## src/rtl/dti_mem_req_arbiter.sv

```systemverilog
// Round-robin arbiter that shares one adapter memory-request port between r0 (fetch) and r1 (load/store).
// Optional abort of stalled transactions is enabled by defining DTI_ARB_TIMEOUT_EN.
module dti_mem_req_arbiter #(
  parameter int ADDR_W         = 32,
  parameter int DATA_W         = 32,
  parameter int TIMEOUT_CYCLES = 256
) (
  input  logic              clk,
  input  logic              reset,
  input  logic [ADDR_W-1:0] r0_address,
  input  logic [DATA_W-1:0] r0_data_in,
  input  logic [1:0]        r0_data_size,
  input  logic              r0_read_req,
  input  logic              r0_write_req,
  output logic [DATA_W-1:0] r0_data_out,
  output logic              r0_read_ack,
  output logic              r0_write_ack,
  output logic              r0_err,
  input  logic [ADDR_W-1:0] r1_address,
  input  logic [DATA_W-1:0] r1_data_in,
  input  logic [1:0]        r1_data_size,
  input  logic              r1_read_req,
  input  logic              r1_write_req,
  output logic [DATA_W-1:0] r1_data_out,
  output logic              r1_read_ack,
  output logic              r1_write_ack,
  output logic              r1_err,
  output logic [ADDR_W-1:0] mem_address,
  output logic [DATA_W-1:0] mem_data_in,
  output logic [1:0]        mem_data_size,
  output logic              mem_read_req,
  output logic              mem_write_req,
  input  logic [DATA_W-1:0] mem_data_out,
  input  logic              mem_read_ack,
  input  logic              mem_write_ack
);

  // state    | meaning
  // IDLE     | no transaction downstream; grant a pending slot if any
  // WAIT_ACK | one transaction issued, waiting for the adapter ack
  typedef enum logic {IDLE = 1'b0, WAIT_ACK = 1'b1} state_t;

  if (TIMEOUT_CYCLES < 1) begin : g_bad_timeout
    $error("TIMEOUT_CYCLES must be at least 1");
  end

  state_t state, state_next;
  logic   grant, grant_next, last_grant;
  logic   issue, complete, timeout, expired;

  logic [ADDR_W-1:0] req_addr [2];
  logic [DATA_W-1:0] req_data [2];
  logic [1:0]        req_size [2];
  logic [1:0]        req_rd, req_wr;

  logic [1:0]        pend_valid, pend_rw;
  logic [ADDR_W-1:0] pend_addr [2];
  logic [DATA_W-1:0] pend_data [2];
  logic [1:0]        pend_size [2];

  logic [DATA_W-1:0] data_out [2];
  logic [1:0]        read_ack, write_ack;

  assign req_addr[0] = r0_address;
  assign req_addr[1] = r1_address;
  assign req_data[0] = r0_data_in;
  assign req_data[1] = r1_data_in;
  assign req_size[0] = r0_data_size;
  assign req_size[1] = r1_data_size;
  assign req_rd      = {r1_read_req, r0_read_req};
  assign req_wr      = {r1_write_req, r0_write_req};

  assign r0_data_out  = data_out[0];
  assign r1_data_out  = data_out[1];
  assign r0_read_ack  = read_ack[0];
  assign r1_read_ack  = read_ack[1];
  assign r0_write_ack = write_ack[0];
  assign r1_write_ack = write_ack[1];

  always_ff @(posedge clk) begin
    if (reset) begin
      state      <= IDLE;
      grant      <= 1'b0;
      last_grant <= 1'b1;
    end else begin
      state <= state_next;
      grant <= grant_next;
      if (complete) last_grant <= grant;
    end
  end

  always_comb begin
    state_next = state;
    grant_next = grant;
    issue      = 1'b0;
    complete   = 1'b0;
    timeout    = 1'b0;
    case (state)
      IDLE: begin
        if (|pend_valid) begin
          issue      = 1'b1;
          state_next = WAIT_ACK;
          // a single pending slot wins outright; a tie goes to the one not served last
          grant_next = (&pend_valid) ? ~last_grant : pend_valid[1];
        end
      end
      WAIT_ACK: begin
        if (mem_read_ack || mem_write_ack) begin
          complete   = 1'b1;
          state_next = IDLE;
        end else if (expired) begin
          complete   = 1'b1;
          timeout    = 1'b1;
          state_next = IDLE;
        end
      end
      default: state_next = IDLE;
    endcase
  end

  always_ff @(posedge clk) begin
    if (reset) begin
      pend_valid    <= '0;
      pend_rw       <= '0;
      mem_address   <= '0;
      mem_data_in   <= '0;
      mem_data_size <= '0;
      mem_read_req  <= 1'b0;
      mem_write_req <= 1'b0;
      read_ack      <= '0;
      write_ack     <= '0;
      for (int n = 0; n < 2; n++) begin
        pend_addr[n] <= '0;
        pend_data[n] <= '0;
        pend_size[n] <= '0;
        data_out[n]  <= '0;
      end
    end else begin
      mem_read_req  <= 1'b0;
      mem_write_req <= 1'b0;
      read_ack      <= '0;
      write_ack     <= '0;

      if (issue) begin
        mem_address   <= pend_addr[grant_next];
        mem_data_in   <= pend_data[grant_next];
        mem_data_size <= pend_size[grant_next];
        mem_write_req <= pend_rw[grant_next];
        mem_read_req  <= ~pend_rw[grant_next];
      end

      // ack type follows the captured request, not the adapter's ack type
      if (complete) begin
        if (pend_rw[grant]) begin
          write_ack[grant] <= 1'b1;
        end else begin
          read_ack[grant] <= 1'b1;
          data_out[grant] <= timeout ? '0 : mem_data_out;
        end
      end

      for (int n = 0; n < 2; n++) begin
        if (complete && (grant == n[0])) begin
          pend_valid[n] <= 1'b0;
        end else if (!pend_valid[n] && (req_rd[n] || req_wr[n])) begin
          pend_valid[n] <= 1'b1;
          pend_rw[n]    <= req_wr[n];
          pend_addr[n]  <= req_addr[n];
          pend_data[n]  <= req_data[n];
          pend_size[n]  <= req_size[n];
        end
      end
    end
  end

`ifdef DTI_ARB_TIMEOUT_EN
  localparam int CNT_W = $clog2(TIMEOUT_CYCLES + 1);

  logic [CNT_W-1:0] tmo_cnt;
  logic [1:0]       err;

  assign expired = (state == WAIT_ACK) && (tmo_cnt == '0);
  assign r0_err  = err[0];
  assign r1_err  = err[1];

  always_ff @(posedge clk) begin
    if (reset) begin
      tmo_cnt <= '0;
    end else if (issue) begin
      tmo_cnt <= CNT_W'(TIMEOUT_CYCLES - 1);
    end else if ((state == WAIT_ACK) && (tmo_cnt != '0)) begin
      tmo_cnt <= tmo_cnt - 1'b1;
    end
  end

  always_ff @(posedge clk) begin
    if (reset) begin
      err <= '0;
    end else begin
      err <= '0;
      if (complete) err[grant] <= timeout;
    end
  end
`else
  assign expired = 1'b0;
  assign r0_err  = 1'b0;
  assign r1_err  = 1'b0;
`endif

endmodule

```

## config.mk

```make
export PLATFORM = sky130hd
export DESIGN_NAME = dti_mem_req_arbiter
export DESIGN_NICKNAME = d
export VERILOG_FILES = /design/src/rtl/dti_mem_req_arbiter.sv
export SDC_FILE = /design/constraint.sdc
export NUM_CORES = 1
export LEC_CHECK = 0
export CORE_MARGIN = 2
export CORE_UTILIZATION = 55
export DETAILED_ROUTE_END_ITERATION = 6
export DONT_BUFFER_PORTS = 1
export GPL_TIMING_DRIVEN = 0
export PLACE_DENSITY = 0.74
export SYNTH_ARGS = -nofsm -noshare
export SYNTH_HDL_FRONTEND = slang
export SYNTH_SLANG_ARGS = --single-unit
```

## constraint.sdc

```tcl
create_clock -name clk -period 3.87 [get_ports clk]
set_input_delay 0.774 -clock clk [delete_from_list [all_inputs] [get_ports clk]]
set_output_delay 0.774 -clock clk [all_outputs]
set_load 0.02 [all_outputs]
```

## Word level (Yosys, flattened, before mapping)

Memories as Yosys holds them, arrays and structs flattened. A register that Yosys moved wholly into a read port is not among the register bits.
Index checks and enable logic that the tools add are counted.
Widths: inputs -> output; s select.

| storage, ports and cells | value |
|---|---|
| register bits | 13 |
| bits in writable memories | 196 |
| input port bits | 172 |
| output and inout bits | 138 |
| word-level logic and storage cells | 91 |
| memories | 4 |

| cells by class | value |
|---|---|
| $lt $le $gt $ge | 3 |
| muxes and demuxes | 38 |
| bitwise logic cells | 15 |
| reduce and logical (&&, ||, !) cells | 20 |

Memories:

| name | words | width | read ports | clocked after memory_dff | write ports | line | text |
|---|---|---|---|---|---|---|---|
| data_out | 2 | 32 | 2 | 0 | 2 | 61 | `logic [DATA_W-1:0] data_out [2];` |
| pend_addr | 2 | 32 | 1 | 1 | 2 | 57 | `logic [ADDR_W-1:0] pend_addr [2];` |
| pend_data | 2 | 32 | 1 | 1 | 2 | 58 | `logic [DATA_W-1:0] pend_data [2];` |
| pend_size | 2 | 2 | 1 | 1 | 2 | 59 | `logic [1:0] pend_size [2];` |

Operators by type and width:

| cell | count |
|---|---|
| $mux 32 | 5 |
| $reduce_or 32->1 | 1 |
| $mux 1 | 29 |
| $not 1->1 | 9 |
| $reduce_or 2->1 | 4 |
| $or 1x1->1 | 6 |
| $reduce_and 2->1 | 3 |
| $reduce_or 3->1 | 2 |
| $logic_and 1x1->1 | 5 |
| $lt 1x2->1 const B | 2 |
| $mux 2 | 2 |
| $logic_or 1x1->1 | 3 |
| $logic_not 1->1 | 2 |
| $pmux 1 s2 | 1 |
| $demux 1 s1 | 1 |
| $ge 1x1->1 const B | 1 |

## Depth between registers and ports, before layout

Gate-level depths: netlist (run 1).

| depth | value |
|---|---|
| word-level depth | 8 |
| mapped depth | 7 |
| mapped depth without buffers | 3 |

## Least setup slack after synthesis (run 1)

No wires, ideal clock.

| timing path | value |
|---|---|
| path type | input-to-reg |
| start point | input reset |
| end point | memory pend_addr[0][0], enable pin |
| library setup time | 435 ps |
| arrival | 3054 ps |
| required time | 3435 ps |
| path slack | 381 ps |
| cell stages on the path | 4 |
| buffers on the path | 3 |
| cells stage by stage | buf_4 buf_2 clkbuf_1 nand2b_1 |

RTL lines:

| item | line | text |
|---|---|---|
| start: declaration | 9 | `input logic reset,` |
| end: declaration | 57 |  |

==> metrics.txt, run 1 <==
# TYPE chip_impl_metric gauge
chip_impl_metric{name="postCtsResizedCells",unit=""} 0
chip_impl_metric{name="final_estimated_routing_congestion_in_global_placement",unit=""} 0.8228
chip_impl_metric{name="slew_viol_final",unit=""} 0
chip_impl_metric{name="final.setup_skew",unit="ns"} 0.01324
chip_impl_info{name="synth_largest_area_cell",value="edfxtp_1"} 1
chip_impl_metric{name="timing.max_cap.violations",unit=""} 0
chip_impl_info{name="synth.top_cells.by_count",value="196 x edfxtp_1, 91 x a2111oi_0, 80 x nor4b_2"} 1
chip_impl_metric{name="timing.max_slew.rel_slack",unit=""} 0.4348
chip_impl_metric{name="synth-seq-area-share",unit=""} 0.6151
chip_impl_info{name="worst_setup_path_type",value="in2reg"} 1
chip_impl_metric{name="grt_pass1_vias",unit=""} 7982
chip_impl_metric{name="grt-ovfl-total",unit=""} 0
chip_impl_metric{name="vias",unit=""} 7833
chip_impl_metric{name="clk-insertion-delay-late",unit="ns"} 0.54
chip_impl_info{name="rsz0062_at_grt",value="false"} 1
chip_impl_metric{name="initial_utilization",unit=""} 0.5580
chip_impl_metric{name="final_cells",unit=""} 1233
chip_impl_metric{name="crit_required",unit="ns"} 4.09
chip_impl_info{name="critical_path.endpoint_type",value="flip-flop"} 1
chip_impl_metric{name="cts_buffers",unit=""} 28
chip_impl_metric{name="preCtsSetupSlack",unit="ns"} 0.9026
chip_impl_metric{name="boundaryPins",unit=""} 310
chip_impl_metric{name="synth_warnings",unit=""} 0
chip_impl_metric{name="floorplan.die.height",unit="um"} 152.6
chip_impl_metric{name="share_of_layout_cells_above_drive_strength_1",unit=""} 0.2043
chip_impl_metric{name="report.final.setup_viol",unit=""} 0
chip_impl_metric{name="leakagePower",unit="nW"} 4.648
chip_impl_metric{name="detailedRoute.firstPassIterationCount",unit=""} 5
chip_impl_metric{name="cts-hold-fix-buffers",unit=""} 0
chip_impl_metric{name="drt.antenna.violating_nets",unit=""} 0
chip_impl_metric{name="number_of_antenna_violations_at_the_first_check_in_global_routing",unit=""} 14
chip_impl_metric{name="htreeDepth",unit=""} 1
chip_impl_metric{name="core.rowCount",unit=""} 54
chip_impl_info{name="yosys.cell_count.top_type",value="edfxtp_1"} 1
chip_impl_metric{name="synth_area",unit="um^2"} 12140
chip_impl_metric{name="worst_slew_pin_slew",unit="ns"} 0.8478
chip_impl_metric{name="fp.dieArea",unit="um^2"} 23280
chip_impl_info{name="synth_top_cells_by_area",value="edfxtp_1 48%, dfxtp_1 13%, nor4b_2 9.9%"} 1
chip_impl_metric{name="async_reset_ff_frac",unit=""} 0
chip_impl_info{name="clockRootBuffer",value="clkbuf_16"} 1
chip_impl_metric{name="min_period",unit="ns"} 2.399
chip_impl_info{name="run_status",value="finished clean"} 1
chip_impl_metric{name="overall_global_routing_usage",unit=""} 0.2663
chip_impl_metric{name="post-synth-top-area-fraction",unit=""} 0.4848
chip_impl_metric{name="post-route-util",unit=""} 0.6242
chip_impl_metric{name="tritoncts_num_sinks",unit=""} 275
chip_impl_metric{name="fin_tns_setup",unit="ns"} 0
chip_impl_metric{name="timing_hold_violations_final",unit=""} 0
chip_impl_metric{name="hpwlAfterDp",unit="um"} 22960
chip_impl_metric{name="setup_slack",unit="ns"} 1.471
chip_impl_metric{name="cp_data_arrival_time",unit="ns"} 2.62
chip_impl_info{name="start_kind",value="input port"} 1
chip_impl_metric{name="power-per-cell-area",unit="nW/um^2"} 560.2
chip_impl_metric{name="top_fanout_value_on_the_critical_path",unit=""} 38
chip_impl_metric{name="grt_first_pass_wirelength",unit="um"} 47980
chip_impl_info{name="cts_tree",value="yes"} 1
chip_impl_metric{name="achievable-frequency",unit="MHz"} 416.8
chip_impl_info{name="timing.hold.worst.class",value="in2reg"} 1
chip_impl_metric{name="core_area",unit="um^2"} 21760
chip_impl_metric{name="buffer_ports.inserted",unit=""} 0
chip_impl_metric{name="layout_overhead_on_the_synthesized_area",unit="%"} 11.87
chip_impl_metric{name="p_total",unit="mW"} 7.608
chip_impl_metric{name="total_of_fill_cells_in_the_finished_design",unit=""} 1618
chip_impl_metric{name="drc_violation_total_after_the_first_tritonroute_iteration",unit=""} 573
chip_impl_metric{name="synth_cell_types",unit=""} 39
chip_impl_metric{name="setup_buffers_after_cts",unit=""} 0
chip_impl_metric{name="min_period_over_period",unit=""} 0.6200
chip_impl_metric{name="clkTransAtPathRegs",unit="ns"} 0.06
chip_impl_metric{name="drt-total-wl",unit="um"} 32150
chip_impl_metric{name="place.detailed.instances",unit=""} 1168
chip_impl_metric{name="num-nets-final",unit=""} 1090
chip_impl_metric{name="post_synth_inst_count",unit=""} 885
chip_impl_metric{name="vias_per_cell",unit=""} 6.353
chip_impl_metric{name="vdd_ir_drop_max",unit="mV"} 0.3348
chip_impl_metric{name="count_of_flip_flops_with_a_built_in_enable_after_synthesis",unit=""} 196
chip_impl_metric{name="cts_buffer_depth",unit=""} 3
chip_impl_metric{name="post_drt_wl_per_cell",unit="um"} 26.08
chip_impl_info{name="synth_ff_type",value="edfxtp_1"} 1
chip_impl_metric{name="die-width",unit="um"} 152.6
chip_impl_metric{name="synth.ff_latch_count",unit=""} 275
chip_impl_metric{name="grt_start_max_net_pins",unit=""} 45
chip_impl_metric{name="drc_errors",unit=""} 0
chip_impl_metric{name="avgSynthCellArea",unit="um^2"} 13.72
power by group:
group / switching, mW / leakage, nW / total (mW) / internal [mW]
clock: 1.13 / 0.496 / 2.86 / 1.74
combinational: 0.577 / 1.40 / 0.893 / 0.316
sequential: 0.339 / 2.75 / 3.85 / 3.51
total: 2.04 / 4.65 / 7.61 / 5.57
worst max-delay path, cell delays in order:
cell and delay [ns]:
buf_4 0.19, buf_2 0.29, clkbuf_1 0.49, or2_4 0.54, buf_12 0.30
flip-flops by register name, summed over array words and instances (netlist names), 2 cells and up:
register	flops
read_ack	2
pend_valid	2
mem_data_size	2
write_ack	2
data_out	64
mem_address	32
pend_rw	2
pend_size	4
mem_data_in	32
pend_data	64
pend_addr	64
final timing paths:
path	startpoint	end	slack [ns]	cells past startpoint
setup / recovery	reset	pend_data[1][4]	1.47	5
hold / removal	r1_read_req	pend_valid[1]	0.36	1
setup reg to reg	state	data_out[0][3]	1.52	4
hold reg to reg	pend_data[0][17]	mem_data_in[17]	0.51	2
kinds of logic (layout without fill, tap and decap cells):
family	count (synthesis)	in the layout	share of synthesized area
and+or+nand+nor	290	290	0.2058
DFF	275	275	0.6151
buffers and inverters	173	227	0.06813
AOI/OAI and AO/OA	145	145	0.1098
other	1	15	0.0003089
muxes	1	1	0.0008246
cell usage in the layout, fill, tap and decap left out, types with 2 or more instances in the layout:
| cell | instances |
|---|---|
| nor3_1 | 4 |
| nor4b_2 | 80 |
| nor4b_1 | 52 |
| buf_4 | 7 |
| o21ai_0 | 2 |
| clkbuf_8 | 9 |
| o31a_1 | 2 |
| clkbuf_1 | 56 |
| buf_2 | 22 |
| nor2_1 | 70 |
| dfxtp_1 | 79 |
| or2_2 | 2 |
| a2111oi_1 | 41 |
| edfxtp_1 | 196 |
| and2_1 | 65 |
| clkbuf_16 | 29 |
| diode_2 | 13 |
| buf_6 | 15 |
| nand2_1 | 3 |
| a2111oi_0 | 91 |
| inv_1 | 68 |
| o21ba_2 | 3 |
| clkinv_2 | 6 |
| buf_1 | 6 |
| nand2b_1 | 4 |
| conb_1 | 2 |
| bufinv_16 | 3 |
area by class of cell:
class,count,area (um^2),share of cell area
plain buffers,104,568.0,0.04183
multi-input cells,438,3859,0.2841
well taps,280,350.3,0.02580
repair buffers,2,47.55,0.003501
clock buffers,41,860.8,0.06339
diodes,13,32.53,0.002395
inverters,69,259.0,0.01907
flip-flops and latches,275,7467,0.5498
clock inverters,11,136.4,0.01004
metrics by stage:
| stage | instance area [um^2] | hold WS (ns) |
|---|---|---|
| finish | 13580 | 0.3576 |
| global route | 13570 | 0.3421 |
| CTS | 13550 | 0.3435 |
| detailed placement | 12550 | 0.5053 |
| global placement | 12490 | 0.5031 |
| floorplan | 12140 | 0.4735 |
layer usage:
layer / GRT usage / share of wire / vias to the layer above
met3: 0.09983 / 0.10 / 66
li1: - / - / 3528
met2: 0.4679 / 0.51 / 381
met5: 0 / 0.0016 / -
met1: 0.3044 / 0.36 / 3850
met4: 0.07672 / 0.026 / 8
No activity file was read; power rests on OpenSTA's default activity.
==> run 2: changes to the inputs <==
- clock period: 3.87 -> 2.3 ns (I/O delays scaled with it)
==> run 2 against run 1 <==
Sequential cell count stayed put. Setup slack worse by 1.3 ns. Via count barely moved. Wire length up 0.68%. Critical path type is now reg2reg. Largest cell class unchanged.
==> metrics.txt, run 2 (synthesized netlist as in run 1, its figures left out) <==
# TYPE chip_impl_metric gauge
chip_impl_info{name="worst_path_max_delay_cell",value="or2_2"} 1
chip_impl_metric{name="reg2reg_depth",unit=""} 4
chip_impl_metric{name="core_area",unit="um^2"} 21760
chip_impl_info{name="run_status",value="finished clean"} 1
chip_impl_metric{name="cts_buffer_depth",unit=""} 3
chip_impl_metric{name="whs",unit="ns"} 0.02964
chip_impl_metric{name="cts_buffers",unit=""} 29
chip_impl_metric{name="multiInputGateArea",unit="um^2"} 3861
chip_impl_metric{name="die-width",unit="um"} 152.6
chip_impl_info{name="critical_path.endpoint_type",value="flip-flop"} 1
chip_impl_info{name="start_kind",value="flip-flop"} 1
chip_impl_metric{name="place.detailed.instances",unit=""} 1166
chip_impl_metric{name="num-nets-final",unit=""} 1089
chip_impl_info{name="final_common_cell",value="edfxtp_1"} 1
chip_impl_info{name="rsz0062_at_grt",value="false"} 1
chip_impl_metric{name="fin_tns_setup",unit="ns"} 0
chip_impl_metric{name="cp_data_arrival_time",unit="ns"} 2.30
chip_impl_metric{name="hpwlAfterDp",unit="um"} 22850
chip_impl_metric{name="leakagePower",unit="nW"} 4.577
chip_impl_metric{name="top_fanout_value_on_the_critical_path",unit=""} 32
chip_impl_metric{name="comb_power_share",unit=""} 0.119
chip_impl_metric{name="power_switching",unit="mW"} 3.510
chip_impl_metric{name="fin_area",unit="um^2"} 13480
chip_impl_metric{name="setup_buffers_after_cts",unit=""} 0
chip_impl_info{name="timing.rr.start",value="state"} 1
chip_impl_metric{name="switching_share",unit=""} 0.2805
chip_impl_metric{name="drt-total-wl",unit="um"} 32370
chip_impl_metric{name="grt_first_pass_wirelength",unit="um"} 48640
chip_impl_metric{name="post_drt_wl_per_cell",unit="um"} 26.17
chip_impl_metric{name="fp.dieArea",unit="um^2"} 23280
chip_impl_metric{name="drt.antenna.violating_nets",unit=""} 0
chip_impl_metric{name="grt-ovfl-total",unit=""} 0
chip_impl_metric{name="crit_required",unit="ns"} 2.47
chip_impl_metric{name="clk-insertion-delay-late",unit="ns"} 0.55
chip_impl_metric{name="grt_start_max_net_pins",unit=""} 67
chip_impl_metric{name="tritoncts_num_sinks",unit=""} 275
chip_impl_metric{name="total_of_fill_cells_in_the_finished_design",unit=""} 1659
chip_impl_metric{name="final_estimated_routing_congestion_in_global_placement",unit=""} 0.8446
chip_impl_metric{name="htreeDepth",unit=""} 1
chip_impl_metric{name="report.final.setup_viol",unit=""} 0
chip_impl_info{name="worst_setup_path_type",value="reg2reg"} 1
chip_impl_metric{name="vias_per_cell",unit=""} 6.335
chip_impl_metric{name="worst_slew_pin_slew",unit="ns"} 1.017
chip_impl_metric{name="floorplan.die.height",unit="um"} 152.6
chip_impl_metric{name="drc_violation_total_after_the_first_tritonroute_iteration",unit=""} 440
chip_impl_metric{name="initial_utilization",unit=""} 0.5580
chip_impl_info{name="crit_chain",value="buf_6, o21ai_4, nor4b_4, or2_2"} 1
chip_impl_info{name="largest_registers",value="data_out x64, pend_addr x64, pend_data x64"} 1
chip_impl_info{name="clockRootBuffer",value="clkbuf_16"} 1
chip_impl_info{name="timing.hold.worst.class",value="in2reg"} 1
chip_impl_metric{name="p_total",unit="mW"} 12.51
chip_impl_metric{name="worst_path_largest_cell_delay",unit="ns"} 0.69
chip_impl_metric{name="min_period",unit="ns"} 2.127
chip_impl_metric{name="drc_errors",unit=""} 0
chip_impl_metric{name="grt_pass1_vias",unit=""} 8115
chip_impl_metric{name="vdd_ir_drop_max",unit="mV"} 0.7489
chip_impl_metric{name="detailedRoute.firstPassIterationCount",unit=""} 6
chip_impl_metric{name="boundaryPins",unit=""} 310
chip_impl_metric{name="slew_viol_final",unit=""} 0
chip_impl_info{name="cp_startpoint",value="state"} 1
chip_impl_metric{name="postPlaceCellArea",unit="um^2"} 12500
chip_impl_info{name="layout.cells.most_common_list",value="196 x edfxtp_1, 91 x a2111oi_0, 80 x nor4b_2"} 1
chip_impl_info{name="cts_tree",value="yes"} 1
chip_impl_metric{name="share_of_layout_cells_above_drive_strength_1",unit=""} 0.2021
chip_impl_metric{name="timing.reg2reg.setup_slack",unit="ns"} 0.17
chip_impl_metric{name="timing.critical_path.buf_inv",unit=""} 1
chip_impl_info{name="timing.critical_path.to",value="data_out[1][21]"} 1
chip_impl_metric{name="postCtsResizedCells",unit=""} 0
chip_impl_metric{name="final_cells",unit=""} 1237
chip_impl_metric{name="timing.max_slew.rel_slack",unit=""} 0.3220
chip_impl_metric{name="achievable-frequency",unit="MHz"} 470.2
chip_impl_metric{name="sequentialPowerShare",unit=""} 0.518
chip_impl_metric{name="clkTransAtPathRegs",unit="ns"} 0.06
chip_impl_metric{name="final-seq-area",unit="um^2"} 7467
chip_impl_metric{name="core.rowCount",unit=""} 54
chip_impl_metric{name="power-per-cell-area",unit="nW/um^2"} 928.4
chip_impl_metric{name="min_period_over_period",unit=""} 0.9247
chip_impl_metric{name="final.setup_skew",unit="ns"} 0.01629
chip_impl_metric{name="layout_overhead_on_the_synthesized_area",unit="%"} 11.02
chip_impl_info{name="worst_path_dominant_cell_family",value="simple AND/OR/NAND/NOR gates"} 1
chip_impl_metric{name="buffer_ports.inserted",unit=""} 0
chip_impl_metric{name="timing_hold_violations_final",unit=""} 0
chip_impl_info{name="r2r_end",value="data_out[1][21]"} 1
chip_impl_metric{name="vias",unit=""} 7837
chip_impl_metric{name="power.clock.fraction",unit=""} 0.363
chip_impl_metric{name="number_of_antenna_violations_at_the_first_check_in_global_routing",unit=""} 18
chip_impl_metric{name="overall_global_routing_usage",unit=""} 0.2702
chip_impl_metric{name="cts-hold-fix-buffers",unit=""} 0
chip_impl_metric{name="logic_depth_of_the_worst_path_buffers_included",unit=""} 4
chip_impl_metric{name="p_int",unit="mW"} 9.003
chip_impl_metric{name="timing.max_cap.violations",unit=""} 0
run 2: power by group through the flow:
stage	registers, mW	logic (mW)	clock network, mW
floorplan	6.46	1.10	0
global placement	6.58	1.44	0
detailed placement	6.59	1.48	0
CTS	6.49	1.49	4.57
global route	6.53	1.64	4.76
finish	6.48	1.49	4.54
run 2: cell type report:
class,instances,area share
plain buffers,104,0.04224
clock inverters,16,0.009470
multi-input cells,438,0.2865
diodes,17,0.003157
clock buffers,38,0.05933
flip-flops and latches,275,0.5541
inverters,69,0.01922
well taps,280,0.02600
run 2: metrics by stage:
stage / worst slack (ns) / util
6_report: 0.1733 / 0.6195
5_1_grt: 0.02776 / 0.6186
4_1_cts: 0.02593 / 0.6173
3_5_place_dp: -0.5187 / 0.5747
3_3_place_gp: -0.4830 / 0.5747
2_1_floorplan: 0.2190 / -
run 2: metal layers:
metal | vias up | part of all wire | wire length, um | GRT usage
met3 | 83 | 0.11 | 3427 | 0.09926
met4 | 8 | 0.033 | 1056 | 0.09700
li1 | 3522 | - | - | -
met2 | 380 | 0.50 | 16320 | 0.4713
met5 | - | 0.0016 | 52 | 0
met1 | 3844 | 0.36 | 11510 | 0.3049
run 2: worst min path at each step:
stage,start,end,slack [ns],cells past startpoint
6_report,r1_read_req,pend_valid[1],0.03,1
4_1_cts,r1_read_req,pend_valid[1],0.02,1
3_5_place_dp,pend_addr[0][1],mem_address[1],0.51,2
3_3_place_gp,pend_addr[0][9],mem_address[9],0.50,2
2_1_floorplan,pend_rw[1],write_ack[1],0.47,2
5_1_grt,r1_read_req,pend_valid[1],0.03,1
==> run 3: changes to the inputs <==
- CAP_MARGIN: unset -> 20
- GPL_TIMING_DRIVEN: 0 -> unset
==> run 3 against run 2 <==
Fmax rose by 1.4%. Wire length fell by 9.0%. Register-to-register slack improved by 0.03 ns. Sequential cell count did not move. Final cell count fell by 6.6%. Utilization fell by 1.2 points. Critical path depth fell by 1. Design area fell by 2.0%. Power fell by 2.9%. Hold slack improved by 0.028 ns. Non-clock buffer count fell by 77. Critical path type unchanged. Highest routed layer unchanged.
==> metrics.txt, run 3 (synthesized netlist as in run 1, its figures left out) <==
# TYPE chip_impl_metric gauge
chip_impl_info{name="run_status",value="finished clean"} 1
chip_impl_metric{name="timing.critical_path.buf_inv",unit=""} 0
chip_impl_metric{name="timing.reg2reg.setup_slack",unit="ns"} 0.20
chip_impl_metric{name="fp.dieArea",unit="um^2"} 23280
chip_impl_info{name="worst_setup_path_type",value="reg2reg"} 1
chip_impl_info{name="worst_path_max_delay_cell",value="or2_4"} 1
chip_impl_metric{name="initial_utilization",unit=""} 0.5580
chip_impl_metric{name="buffer_ports.inserted",unit=""} 0
chip_impl_metric{name="vdd_ir_drop_max",unit="mV"} 0.6626
chip_impl_metric{name="reg2reg_depth",unit=""} 3
chip_impl_metric{name="final.setup_skew",unit="ns"} 0.008210
chip_impl_metric{name="clkTransAtPathRegs",unit="ns"} 0.06
chip_impl_metric{name="fin_area",unit="um^2"} 13210
chip_impl_info{name="layout.cells.most_common_list",value="196 x edfxtp_1, 91 x a2111oi_0, 80 x nor4b_2"} 1
chip_impl_metric{name="clk-insertion-delay-late",unit="ns"} 0.53
chip_impl_metric{name="crit_required",unit="ns"} 2.45
chip_impl_info{name="largest_registers",value="data_out x64, pend_addr x64, pend_data x64"} 1
chip_impl_metric{name="hpwlAfterDp",unit="um"} 17760
chip_impl_metric{name="grt_start_max_net_pins",unit=""} 209
chip_impl_metric{name="top_fanout_value_on_the_critical_path",unit=""} 66
chip_impl_metric{name="post-route-util",unit=""} 0.6072
chip_impl_metric{name="drc_violation_total_after_the_first_tritonroute_iteration",unit=""} 548
chip_impl_metric{name="worst_path_largest_cell_delay",unit="ns"} 0.78
chip_impl_metric{name="p_int",unit="mW"} 8.877
chip_impl_metric{name="core_area",unit="um^2"} 21760
chip_impl_metric{name="cts_buffer_depth",unit=""} 3
chip_impl_metric{name="min_period_over_period",unit=""} 0.9123
chip_impl_metric{name="comb_power_share",unit=""} 0.108
chip_impl_metric{name="timing.max_slew.rel_slack",unit=""} 0.2835
chip_impl_metric{name="final-seq-area",unit="um^2"} 7471
chip_impl_metric{name="grt-ovfl-total",unit=""} 0
chip_impl_info{name="hp_start",value="r1_read_req"} 1
chip_impl_metric{name="min_period",unit="ns"} 2.098
chip_impl_metric{name="timing.max_cap.violations",unit=""} 0
chip_impl_metric{name="postPlaceCellArea",unit="um^2"} 12270
chip_impl_metric{name="cp_data_arrival_time",unit="ns"} 2.25
chip_impl_metric{name="final_estimated_routing_congestion_in_global_placement",unit=""} 0.7995
chip_impl_metric{name="worst_hold_path.num_cells",unit=""} 1
chip_impl_metric{name="total_of_fill_cells_in_the_finished_design",unit=""} 1611
chip_impl_metric{name="achievable-frequency",unit="MHz"} 476.6
chip_impl_metric{name="sequentialPowerShare",unit=""} 0.534
chip_impl_metric{name="core.rowCount",unit=""} 54
chip_impl_info{name="crit_chain",value="o21ba_2, and2_1, or2_4"} 1
chip_impl_metric{name="power-per-cell-area",unit="nW/um^2"} 919.8
chip_impl_metric{name="grt_first_pass_wirelength",unit="um"} 44980
chip_impl_info{name="r2r_end",value="pend_addr[1][15]"} 1
chip_impl_metric{name="floorplan.die.height",unit="um"} 152.6
chip_impl_metric{name="vias_per_cell",unit=""} 6.415
chip_impl_info{name="critical_path.endpoint_type",value="flip-flop"} 1
chip_impl_metric{name="postCtsResizedCells",unit=""} 0
chip_impl_metric{name="report.final.setup_viol",unit=""} 0
chip_impl_metric{name="htreeDepth",unit=""} 1
chip_impl_metric{name="p_total",unit="mW"} 12.15
chip_impl_metric{name="drc_errors",unit=""} 0
chip_impl_metric{name="detailedRoute.firstPassIterationCount",unit=""} 4
chip_impl_metric{name="preCtsSetupSlack",unit="ns"} 0.2400
chip_impl_metric{name="grt_pass1_vias",unit=""} 7490
chip_impl_info{name="cp_startpoint",value="pend_valid[1]"} 1
chip_impl_metric{name="tritoncts_num_sinks",unit=""} 275
chip_impl_metric{name="fin_tns_setup",unit="ns"} 0
chip_impl_metric{name="setup_slack",unit="ns"} 0.2017
chip_impl_metric{name="multiInputGateArea",unit="um^2"} 3881
chip_impl_metric{name="number_of_antenna_violations_at_the_first_check_in_global_routing",unit=""} 18
chip_impl_metric{name="num-nets-final",unit=""} 1012
chip_impl_metric{name="switching_share",unit=""} 0.2694
chip_impl_metric{name="layout_overhead_on_the_synthesized_area",unit="%"} 8.823
chip_impl_info{name="rsz0062_at_grt",value="false"} 1
chip_impl_metric{name="timing_hold_violations_final",unit=""} 0
chip_impl_metric{name="power_switching",unit="mW"} 3.273
chip_impl_metric{name="post_drt_wl_per_cell",unit="um"} 25.50
chip_impl_info{name="timing.hold.worst.class",value="in2reg"} 1
chip_impl_metric{name="overall_global_routing_usage",unit=""} 0.2436
chip_impl_metric{name="die-width",unit="um"} 152.6
chip_impl_metric{name="drt-total-wl",unit="um"} 29450
chip_impl_info{name="clockRootBuffer",value="clkbuf_16"} 1
chip_impl_info{name="holdPathEnd",value="pend_valid[1]"} 1
chip_impl_metric{name="cts_buffers",unit=""} 29
chip_impl_metric{name="vias",unit=""} 7409
chip_impl_info{name="timing.rr.start",value="pend_valid[1]"} 1
chip_impl_info{name="start_kind",value="flip-flop"} 1
chip_impl_metric{name="share_of_layout_cells_above_drive_strength_1",unit=""} 0.1914
chip_impl_metric{name="leakagePower",unit="nW"} 4.436
chip_impl_metric{name="power.clock.fraction",unit=""} 0.358
chip_impl_info{name="final_common_cell",value="edfxtp_1"} 1
chip_impl_info{name="cts_tree",value="yes"} 1
chip_impl_info{name="worst_path_dominant_cell_family",value="simple AND/OR/NAND/NOR gates"} 1
chip_impl_metric{name="boundaryPins",unit=""} 310
chip_impl_metric{name="drt.antenna.violating_nets",unit=""} 0
chip_impl_metric{name="slew_viol_final",unit=""} 0
chip_impl_metric{name="worst_slew_pin_slew",unit="ns"} 1.075
[run 3: power by group through the flow]
stage / logic (mW) / registers [mW] / clock network [mW]
global route: 1.45 / 6.55 / 4.60
detailed placement: 1.31 / 6.60 / 0
CTS: 1.32 / 6.50 / 4.41
finish: 1.31 / 6.49 / 4.34
global placement: 1.27 / 6.58 / 0
floorplan: 1.10 / 6.46 / 0
[run 3: timing repair]
action | CTS | global route
hold buffers | 2 | 0
hold endpoints to repair | 7 | 0
buffers inserted | 0 | 0
[run 3: stage by stage]
step | std cells | hold slack [ns]
2_1_floorplan | 886 | 0.4735
5_1_grt | 1149 | 0.04696
6_report | 1155 | 0.05719
4_1_cts | 1142 | 0.003898
3_3_place_gp | 1087 | 0.4931
3_5_place_dp | 1087 | 0.5022
[run 3: how the worst max path moves through the flow]
stage	endpoint	depth (start not counted)
after floorplan	pend_addr[1][0]	4
after global placement	pend_addr[1][22]	3
after global routing	pend_addr[1][17]	3
after detailed placement	pend_addr[1][22]	3
after CTS	pend_data[1][3]	3
final	pend_addr[1][15]	3
[run 3: metal layers]
| metal | up-vias | global-route usage | share of wire |
|---|---|---|---|
| met5 | - | 0 | 0.0023 |
| met2 | 355 | 0.4072 | 0.49 |
| li1 | 3348 | - | - |
| met4 | 10 | 0.06173 | 0.025 |
| met1 | 3635 | 0.2934 | 0.37 |
| met3 | 61 | 0.1021 | 0.11 |
[run 3: layout make-up]
class,count,share of cell area
Timing Repair Buffer,27,0.02519
Clock inverter,10,0.004167
Clock buffer,43,0.06270
Multi-Input combinational cell,438,0.2938
Antenna cell,13,0.002463
Sequential cell,275,0.5655
Tap cell,280,0.02652
Inverter,69,0.01961
